**src/rtl/ahb_arbiter_rr.sv**
```systemverilog
// Round-robin AHB arbiter for NUM_M masters with HLOCK and fixed-length burst protection.
// All arbitration state advances only on HREADY-qualified clock edges.
module ahb_arbiter_rr #(
  parameter int NUM_M = 4,
  parameter int MID_W = 3
) (
  input  logic             H_clk,
  input  logic             H_resetn,
  input  logic [NUM_M-1:0] H_busreq,
  input  logic [NUM_M-1:0] H_lock,
  input  logic [1:0]       H_trans,
  input  logic [2:0]       H_burst,
  input  logic             H_ready,
  output logic [NUM_M-1:0] H_grant,
  output logic [MID_W-1:0] H_master,
  output logic [MID_W-1:0] H_master_data,
  output logic             H_mastlock
);

  typedef enum logic [1:0] {
    IDLE,
    OWN,
    BURST
  } state_t;

  localparam logic [1:0] TR_IDLE   = 2'b00;
  localparam logic [1:0] TR_NONSEQ = 2'b10;
  localparam logic [1:0] TR_SEQ    = 2'b11;
  localparam logic [2:0] BU_SINGLE = 3'b000;
  localparam logic [2:0] BU_INCR   = 3'b001;

  state_t           state_q, state_d;
  logic [MID_W-1:0] rr_ptr_q, rr_ptr_d;
  logic [3:0]       beat_cnt_q, beat_cnt_d;
  logic [NUM_M-1:0] grant_q, grant_d;
  logic [MID_W-1:0] master_q, master_d;
  logic [MID_W-1:0] master_data_q, master_data_d;
  logic             mastlock_q, mastlock_d;

  logic             found_hi, found_lo, any_req;
  logic [MID_W-1:0] idx_hi, idx_lo, win_idx;
  logic             own_req, own_lock, win_lock;
  logic             handover, do_arb, is_fixed_burst, own_handover_pt;
  logic [3:0]       burst_len_m1;

  // Two-pass priority search: indices above rr_ptr come first, then wrap to the rest.
  always_comb begin
    found_hi = 1'b0;
    found_lo = 1'b0;
    idx_hi   = '0;
    idx_lo   = '0;
    for (int i = NUM_M - 1; i >= 0; i--) begin
      if (H_busreq[i]) begin
        if (MID_W'(i) > rr_ptr_q) begin
          found_hi = 1'b1;
          idx_hi   = MID_W'(i);
        end else begin
          found_lo = 1'b1;
          idx_lo   = MID_W'(i);
        end
      end
    end
    any_req = found_hi | found_lo;
    win_idx = found_hi ? idx_hi : idx_lo;
  end

  always_comb begin
    own_req  = 1'b0;
    own_lock = 1'b0;
    win_lock = 1'b0;
    for (int i = 0; i < NUM_M; i++) begin
      if (master_q == MID_W'(i)) begin
        own_req  = H_busreq[i];
        own_lock = H_lock[i];
      end
      if (win_idx == MID_W'(i)) begin
        win_lock = H_lock[i];
      end
    end
  end

  always_comb begin
    is_fixed_burst = (H_trans == TR_NONSEQ) && (H_burst[2:1] != 2'b00);
    case (H_burst[2:1])
      2'b01:   burst_len_m1 = 4'd3;
      2'b10:   burst_len_m1 = 4'd7;
      default: burst_len_m1 = 4'd15;
    endcase
    own_handover_pt = (H_trans == TR_IDLE)
                   || ((H_trans == TR_NONSEQ) && (H_burst == BU_SINGLE))
                   || (((H_trans == TR_NONSEQ) || (H_trans == TR_SEQ))
                       && (H_burst == BU_INCR) && !own_req);
  end

  // Next-state logic; a locked owner at a handover point simply keeps the bus.
  always_comb begin
    state_d       = state_q;
    rr_ptr_d      = rr_ptr_q;
    beat_cnt_d    = beat_cnt_q;
    grant_d       = grant_q;
    master_d      = master_q;
    master_data_d = master_data_q;
    mastlock_d    = mastlock_q;
    handover      = 1'b0;
    do_arb        = 1'b0;

    if (H_ready) begin
      master_data_d = master_q;
      mastlock_d    = (state_q == IDLE) ? 1'b0 : own_lock;

      case (state_q)
        IDLE: begin
          do_arb = any_req;
        end
        OWN: begin
          if (is_fixed_burst) begin
            beat_cnt_d = burst_len_m1;
            state_d    = BURST;
          end else begin
            handover = own_handover_pt;
          end
        end
        BURST: begin
          if (H_trans == TR_IDLE) begin
            beat_cnt_d = '0;
            handover   = 1'b1;
          end else if (H_trans == TR_SEQ) begin
            if (beat_cnt_q <= 4'd1) begin
              beat_cnt_d = '0;
              handover   = 1'b1;
            end else begin
              beat_cnt_d = beat_cnt_q - 4'd1;
            end
          end
        end
        default: begin
          state_d = IDLE;
        end
      endcase

      if (handover) begin
        if (own_lock) begin
          state_d = OWN;
        end else begin
          do_arb = 1'b1;
        end
      end

      if (do_arb) begin
        beat_cnt_d = '0;
        if (any_req) begin
          state_d    = OWN;
          rr_ptr_d   = win_idx;
          master_d   = win_idx;
          mastlock_d = win_lock;
          for (int i = 0; i < NUM_M; i++) begin
            grant_d[i] = (win_idx == MID_W'(i));
          end
        end else begin
          state_d    = IDLE;
          grant_d    = '0;
          mastlock_d = 1'b0;
        end
      end
    end
  end

  always_ff @(posedge H_clk or negedge H_resetn) begin
    if (!H_resetn) begin
      state_q       <= IDLE;
      rr_ptr_q      <= MID_W'(NUM_M - 1);
      beat_cnt_q    <= '0;
      grant_q       <= '0;
      master_q      <= '0;
      master_data_q <= '0;
      mastlock_q    <= 1'b0;
    end else begin
      state_q       <= state_d;
      rr_ptr_q      <= rr_ptr_d;
      beat_cnt_q    <= beat_cnt_d;
      grant_q       <= grant_d;
      master_q      <= master_d;
      master_data_q <= master_data_d;
      mastlock_q    <= mastlock_d;
    end
  end

  assign H_grant       = grant_q;
  assign H_master      = master_q;
  assign H_master_data = master_data_q;
  assign H_mastlock    = mastlock_q;

endmodule

```
**config.mk**
```make
export PLATFORM = sky130hd
export DESIGN_NAME = ahb_arbiter_rr
export DESIGN_NICKNAME = d
export VERILOG_FILES = /design/src/rtl/ahb_arbiter_rr.sv
export SDC_FILE = /design/constraint.sdc
export NUM_CORES = 1
export LEC_CHECK = 0
export CAP_MARGIN = 10
export CORE_UTILIZATION = 40
export CTS_CLUSTER_SIZE = 28
export DETAILED_ROUTE_END_ITERATION = 8
export MAX_ROUTING_LAYER = met4
export PLACE_DENSITY_LB_ADDON = 0.08
export SLEW_MARGIN = 20
export SYNTH_ARGS = -nofsm -noshare
export SYNTH_HDL_FRONTEND = slang
export SYNTH_SLANG_ARGS = --single-unit
```
**constraint.sdc**
```tcl
create_clock -name H_clk -period 3.3 [get_ports H_clk]
set_clock_uncertainty 0.05 [all_clocks]
set_input_delay 0.66 -clock H_clk [delete_from_list [all_inputs] [get_ports H_clk]]
set_output_delay 0.66 -clock H_clk [all_outputs]
set_load 0.01 [all_outputs]
```
==> impl_metrics.tcl, run 1 <==
set metrics [dict create \
    ir_drop_mv 0.350 \
    gp_congestion 0.778 \
    drtAntennaViolNets 0 \
    place_area_mm2 0.00163 \
    power_frac_comb 0.561 \
    routed_wl_um 2730 \
    num_vias 1047 \
    synthMuxAreaShare 0.141 \
    cts-root-buf "clkbuf_4" \
    grt_max_degree 18 \
    cts_setup_buffers 0 \
    crit_path_end_kind "flip-flop" \
    synth_xor_area_frac 0.0133 \
    fillers 286 \
    wl_per_cell_um 13.5 \
    synth-edff-count 0 \
    drc 0 \
    die_h_um 59.3 \
    final_nets 187 \
    final_common_cell "clkdlybuf4s50_1" \
    yosys.area.top_type "dfrtp_1" \
    final_cell_mix "clkdlybuf4s50_1 (24), inv_1 (17), dfrtp_1 (15)" \
    p_switching_uw 467 \
    tns_ns 0 \
    p_seq_frac 0.346 \
    syn_inst 128 \
    drive_gt1_frac 0.170 \
    dr.pass1.iters 3 \
    cp_cell_sequence "clkdlybuf4s50_1, inv_1, ha_1, or4b_2, o311ai_1, a32oi_1, buf_4, o41a_2, o31ai_1" \
    yosysSeqAreaShare 0.325 \
    start_util 0.427 \
    holdBufCountCts 0 \
    clockBufferDepth 2 \
    status "complete, no violations" \
    syn_area_mm2 0.00132 \
    grt_pass1_wl_um 4590 \
    cts_resized 0 \
    report.final.setup_viol 0 \
    insertion_delay_ns 0.29 \
    synth_top_family_by_area "compound AO/OA/AOI/OAI gates" \
    critPathSlowestCell "or4b_2" \
    path_clk_slew_ns 0.10 \
    design_area_mm2 0.00165 \
    period_share 0.921 \
    crit_buf_inv 3 \
    numPortBuffers 24 \
    cap_violations 0 \
    synth-seq-cells 17 \
    die_w_um 59.3 \
    hold_viol 0 \
    synthFlopType "dfrtp_1" \
    final-seq-area_um2 428 \
    rows 20 \
    multi_input_comb_area_um2 786 \
    synth_area_leaders "dfrtp_1 (29%), ha_1 (10%), inv_1 (4.9%)" \
    vias_per_cell 5.16 \
    synthAdderAreaFrac 0.105 \
    grt_pass1_vias 1073 \
    critical_path_class "in2reg" \
    grt_overflow_total 0 \
    slowest_delay_ns 0.59 \
    cts_tree "yes" \
    cts_sinks 17 \
    power_density_mw_per_mm2 718 \
    clkPwrFrac 0.093 \
    synth_compound_area_frac 0.225 \
    critPathLaunchType "input pin" \
    synth_warnings 0 \
    p_leak_nw 0.741 \
    drt-initial-drc-count 20 \
    die-area_mm2 0.00352 \
    hpwl_um 2220 \
    switching_share 0.394 \
    worst_ep_arrival_time_ns 3.18 \
    grt.total_usage 0.180 \
    area_delta_synth_final_pct 25.7 \
    coreArea_mm2 0.00308 \
    critPathMaxFanout 3 \
    internal_power_uw 720 \
    rsz0062_at_grt "false" \
    ys_async_sr_fraction 1.00 \
    fin_crit_ns 3.04 \
    hp-class "reg2reg" \
    htreeDepth 1 \
    cp.required_ns 3.44 \
    fmax_ghz 0.329 \
    synth-simple-area-share 0.108 \
    yosysTopAreaCellShare 0.285 \
    cp_top_family "compound AO/OA/AOI/OAI gates" \
    antenna_found_initial 0 \
    tightest_slew_ns 0.750 \
    cts-buffers-inserted 3 \
    slew_violations 0 \
    io_pins 27 \
    antenna_cells 0 \
    ys_types 42 \
    slew_headroom 0.498 \
    avgSynthCellArea_um2 10.3 \
]
-- final cells by class --
type | instances | area share
clock inverters | 1 | 0.00303
inverters | 17 | 0.0386
flip-flops and latches | 17 | 0.259
well taps | 44 | 0.0333
repair buffers | 31 | 0.177
clock buffers | 3 | 0.0136
multi-input cells | 90 | 0.475
-- routing by layer --
layer  up-vias  GRT usage  share of wire
met3         2     0.0218          0.024
li1        526          -              -
met4         0     0.0782         0.0077
met5         -          -              0
met1       504      0.201           0.43
met2        15      0.321           0.54
-- per-stage QoR --
step	power, mW	cells	hold WS (ns)	setup WS (ns)	util
4_1_cts	1.21	203	0.473	0.263	0.537
5_1_grt	1.29	203	0.485	0.137	0.537
2_1_floorplan	0.849	129	0.314	0.491	-
3_5_place_dp	1.09	199	0.444	-0.0499	0.528
3_3_place_gp	1.08	199	0.450	0.0487	0.528
6_report	1.19	203	0.467	0.261	0.537
-- flip-flops by register name, indices dropped and copies added (netlist names) --
name           count
H_mastlock         1
H_master           2
H_master_data      2
H_grant            4
beat_cnt_q         4
rr_ptr_q           2
state_q            2
-- cells by family after synthesis --
| group | Yosys count |
|---|---|
| flops | 17 |
| other cells | 1 |
| fa+ha+maj | 11 |
| simple gates | 25 |
| buf+inv | 22 |
| compound gates | 37 |
| mux | 13 |
| xor+xnor | 2 |
-- Yosys cell counts, drive strengths merged (2+ instances only) --
cell    number
dfstp        2
nand2        6
or3b         2
a211oi       6
nor2         5
a21o         2
a32o         4
mux4         2
mux2         9
inv         17
o31ai        3
ha          11
mux2i        2
o21ai        8
nor2b        3
nand2b       3
buf          5
dfrtp       15
o31a         2
o22ai        2
-- power by group through the flow --
stage | Combinational, mW | Sequential, mW | Clock, mW
5_1_grt | 0.742 | 0.427 | 0.125
3_5_place_dp | 0.672 | 0.417 | 0
2_1_floorplan | 0.433 | 0.416 | 0
3_3_place_gp | 0.662 | 0.414 | 0
6_report | 0.667 | 0.411 | 0.110
4_1_cts | 0.677 | 0.413 | 0.117
-- final timing paths --
kind | cells after the start | startpoint | end | slack [ns]
min in group asynchronous | 1 | H_resetn | H_grant[3] | 0.75
max in group asynchronous | 1 | H_resetn | state_q[1] | 1.98
hold / removal | 1 | H_grant[0] | H_grant[0] | 0.47
setup / recovery | 9 | H_trans[0] | H_mastlock | 0.26
setup reg to reg | 6 | H_master[0] | H_mastlock | 0.64
hold reg to reg | 1 | H_grant[0] | H_grant[0] | 0.47
Note: power is estimated with default switching activity, not from simulation.
==> run 2: changes to the inputs <==
Settings changed: CAP_MARGIN 10 to not set.
==> results of run 2 <==
No change in the layout: final DEF, timing and power equal those of run 1.
==> run 3: changes to the inputs <==
Settings changed: CORE_UTILIZATION 40 to 35.
==> impl_metrics.tcl, run 3 (synthesis results as in run 1) <==
set metrics [dict create \
    status "complete, no violations" \
    report.final.setup_viol 0 \
    critPathLaunchType "input pin" \
    area_delta_synth_final_pct 27.9 \
    p_seq_frac 0.335 \
    crit_path_end_kind "flip-flop" \
    p_leak_nw 0.754 \
    p_switching_uw 474 \
    power_frac_comb 0.541 \
    fillers 332 \
    fmax_ghz 0.325 \
    tns_ns 0 \
    p_total_mw 1.23 \
    switching_share 0.384 \
    reg2reg_depth 5 \
    hp-class "reg2reg" \
    worst_ep_arrival_time_ns 3.15 \
    internal_power_uw 760 \
    rsz0062_at_grt "false" \
    vias_per_cell 5.16 \
    cts_resized 0 \
    grt_pass1_vias 1079 \
    drt-initial-drc-count 28 \
    cts_sinks 17 \
    worstHoldStart "H_mastlock" \
    num_vias 1063 \
    crit_path_start "H_trans[0]" \
    clockBufferDepth 2 \
    dr.pass1.iters 4 \
    grt_pass1_wl_um 4820 \
    die_h_um 63.3 \
    cts-root-buf "clkbuf_8" \
    grt_max_degree 18 \
    fin_crit_ns 3.07 \
    numPortBuffers 24 \
    gp_congestion 0.792 \
    grt_overflow_total 0 \
    routed_wl_um 2790 \
    worst_slack_ns 0.226 \
    io_pins 27 \
    ir_drop_mv 0.414 \
    slew_headroom 0.462 \
    holdBufCountCts 0 \
    critPathMaxFanout 5 \
    start_util 0.379 \
    coreArea_mm2 0.00347 \
    path_clk_slew_ns 0.06 \
    hold_viol 0 \
    cts_tree "yes" \
    antenna_found_initial 0 \
    rr_startpoint "H_master[0]" \
    critical_path_class "in2reg" \
    wl_per_cell_um 13.5 \
    cap_violations 0 \
    final_cell_mix "clkdlybuf4s50_1 (24), inv_1 (17), dfrtp_1 (15)" \
    grt.total_usage 0.154 \
    drive_gt1_frac 0.175 \
    cp.required_ns 3.38 \
    tightest_slew_ns 0.805 \
    cts-buffers-inserted 3 \
    final_common_cell "clkdlybuf4s50_1" \
    die-area_mm2 0.00401 \
    hpwl_um 2270 \
    pre_cts_ws_ns -0.0493 \
    drtAntennaViolNets 0 \
    slew_violations 0 \
    cts_setup_buffers 0 \
    clkPwrFrac 0.123 \
    power_density_mw_per_mm2 734 \
    period_share 0.931 \
    rows 21 \
    whs_path_depth 2 \
    antenna_cells 0 \
    final_nets 188 \
    insertion_delay_ns 0.24 \
    htreeDepth 1 \
    die_w_um 63.3 \
    drc 0 \
]
run 3: changes by cell type in the layout (fill, tap and decap cells not counted), sizes merged:
cell and change:
buf +1
run 3: cell type report:
type,instances,area [um2],area share
Clock buffer,3,41.3,0.0246
Clock inverter,1,5.00,0.00298
Inverter,17,63.8,0.0379
Multi-Input combinational cell,90,786,0.467
Sequential cell,17,428,0.254
Tap cell,46,57.6,0.0342
Timing Repair Buffer,32,300,0.179
run 3: power groups by stage:
stage | Clock (mW) | Combinational (mW) | Sequential, mW
3_5_place_dp | 0 | 0.672 | 0.420
4_1_cts | 0.159 | 0.677 | 0.415
2_1_floorplan | 0 | 0.433 | 0.416
6_report | 0.152 | 0.668 | 0.414
3_3_place_gp | 0 | 0.668 | 0.417
5_1_grt | 0.170 | 0.736 | 0.431
run 3: worst paths after layout:
path	endpoint	slack (ns)
setup / recovery	H_master[0]	0.23
hold / removal	H_mastlock	0.47
setup reg to reg	H_master[0]	0.62
hold reg to reg	H_mastlock	0.47
max in group asynchronous	state_q[1]	1.87
min in group asynchronous	H_grant[3]	0.83
run 3: metrics by stage:
stage | instances | hold WS, ns | util | area [um2]
final | 206 | 0.466 | 0.485 | 1680
after CTS | 206 | 0.465 | 0.485 | 1680
after detailed placement | 202 | 0.449 | 0.472 | 1640
after floorplan | 129 | 0.314 | - | 1320
after global placement | 202 | 0.451 | 0.472 | 1640
after global routing | 206 | 0.502 | 0.485 | 1680
run 3: per-layer routing:
| metal | vias to the layer above | part of all wire | track usage | routed length (um) |
|---|---|---|---|---|
| met3 | 4 | 0.024 | 0.0109 | 68 |
| met4 | 0 | 0.012 | 0.0511 | 33 |
| li1 | 536 | - | - | - |
| met2 | 19 | 0.54 | 0.294 | 1500 |
| met5 | - | 0 | - | 0 |
| met1 | 504 | 0.43 | 0.166 | 1190 |
run 3: worst max-delay path: stages:
cell and delay (ns):
clkdlybuf4s50_1 0.43, inv_1 0.10, ha_1 0.17, or4b_2 0.58
o311ai_1 0.11, a32oi_1 0.22, o41ai_4 0.52, mux2_1 0.36
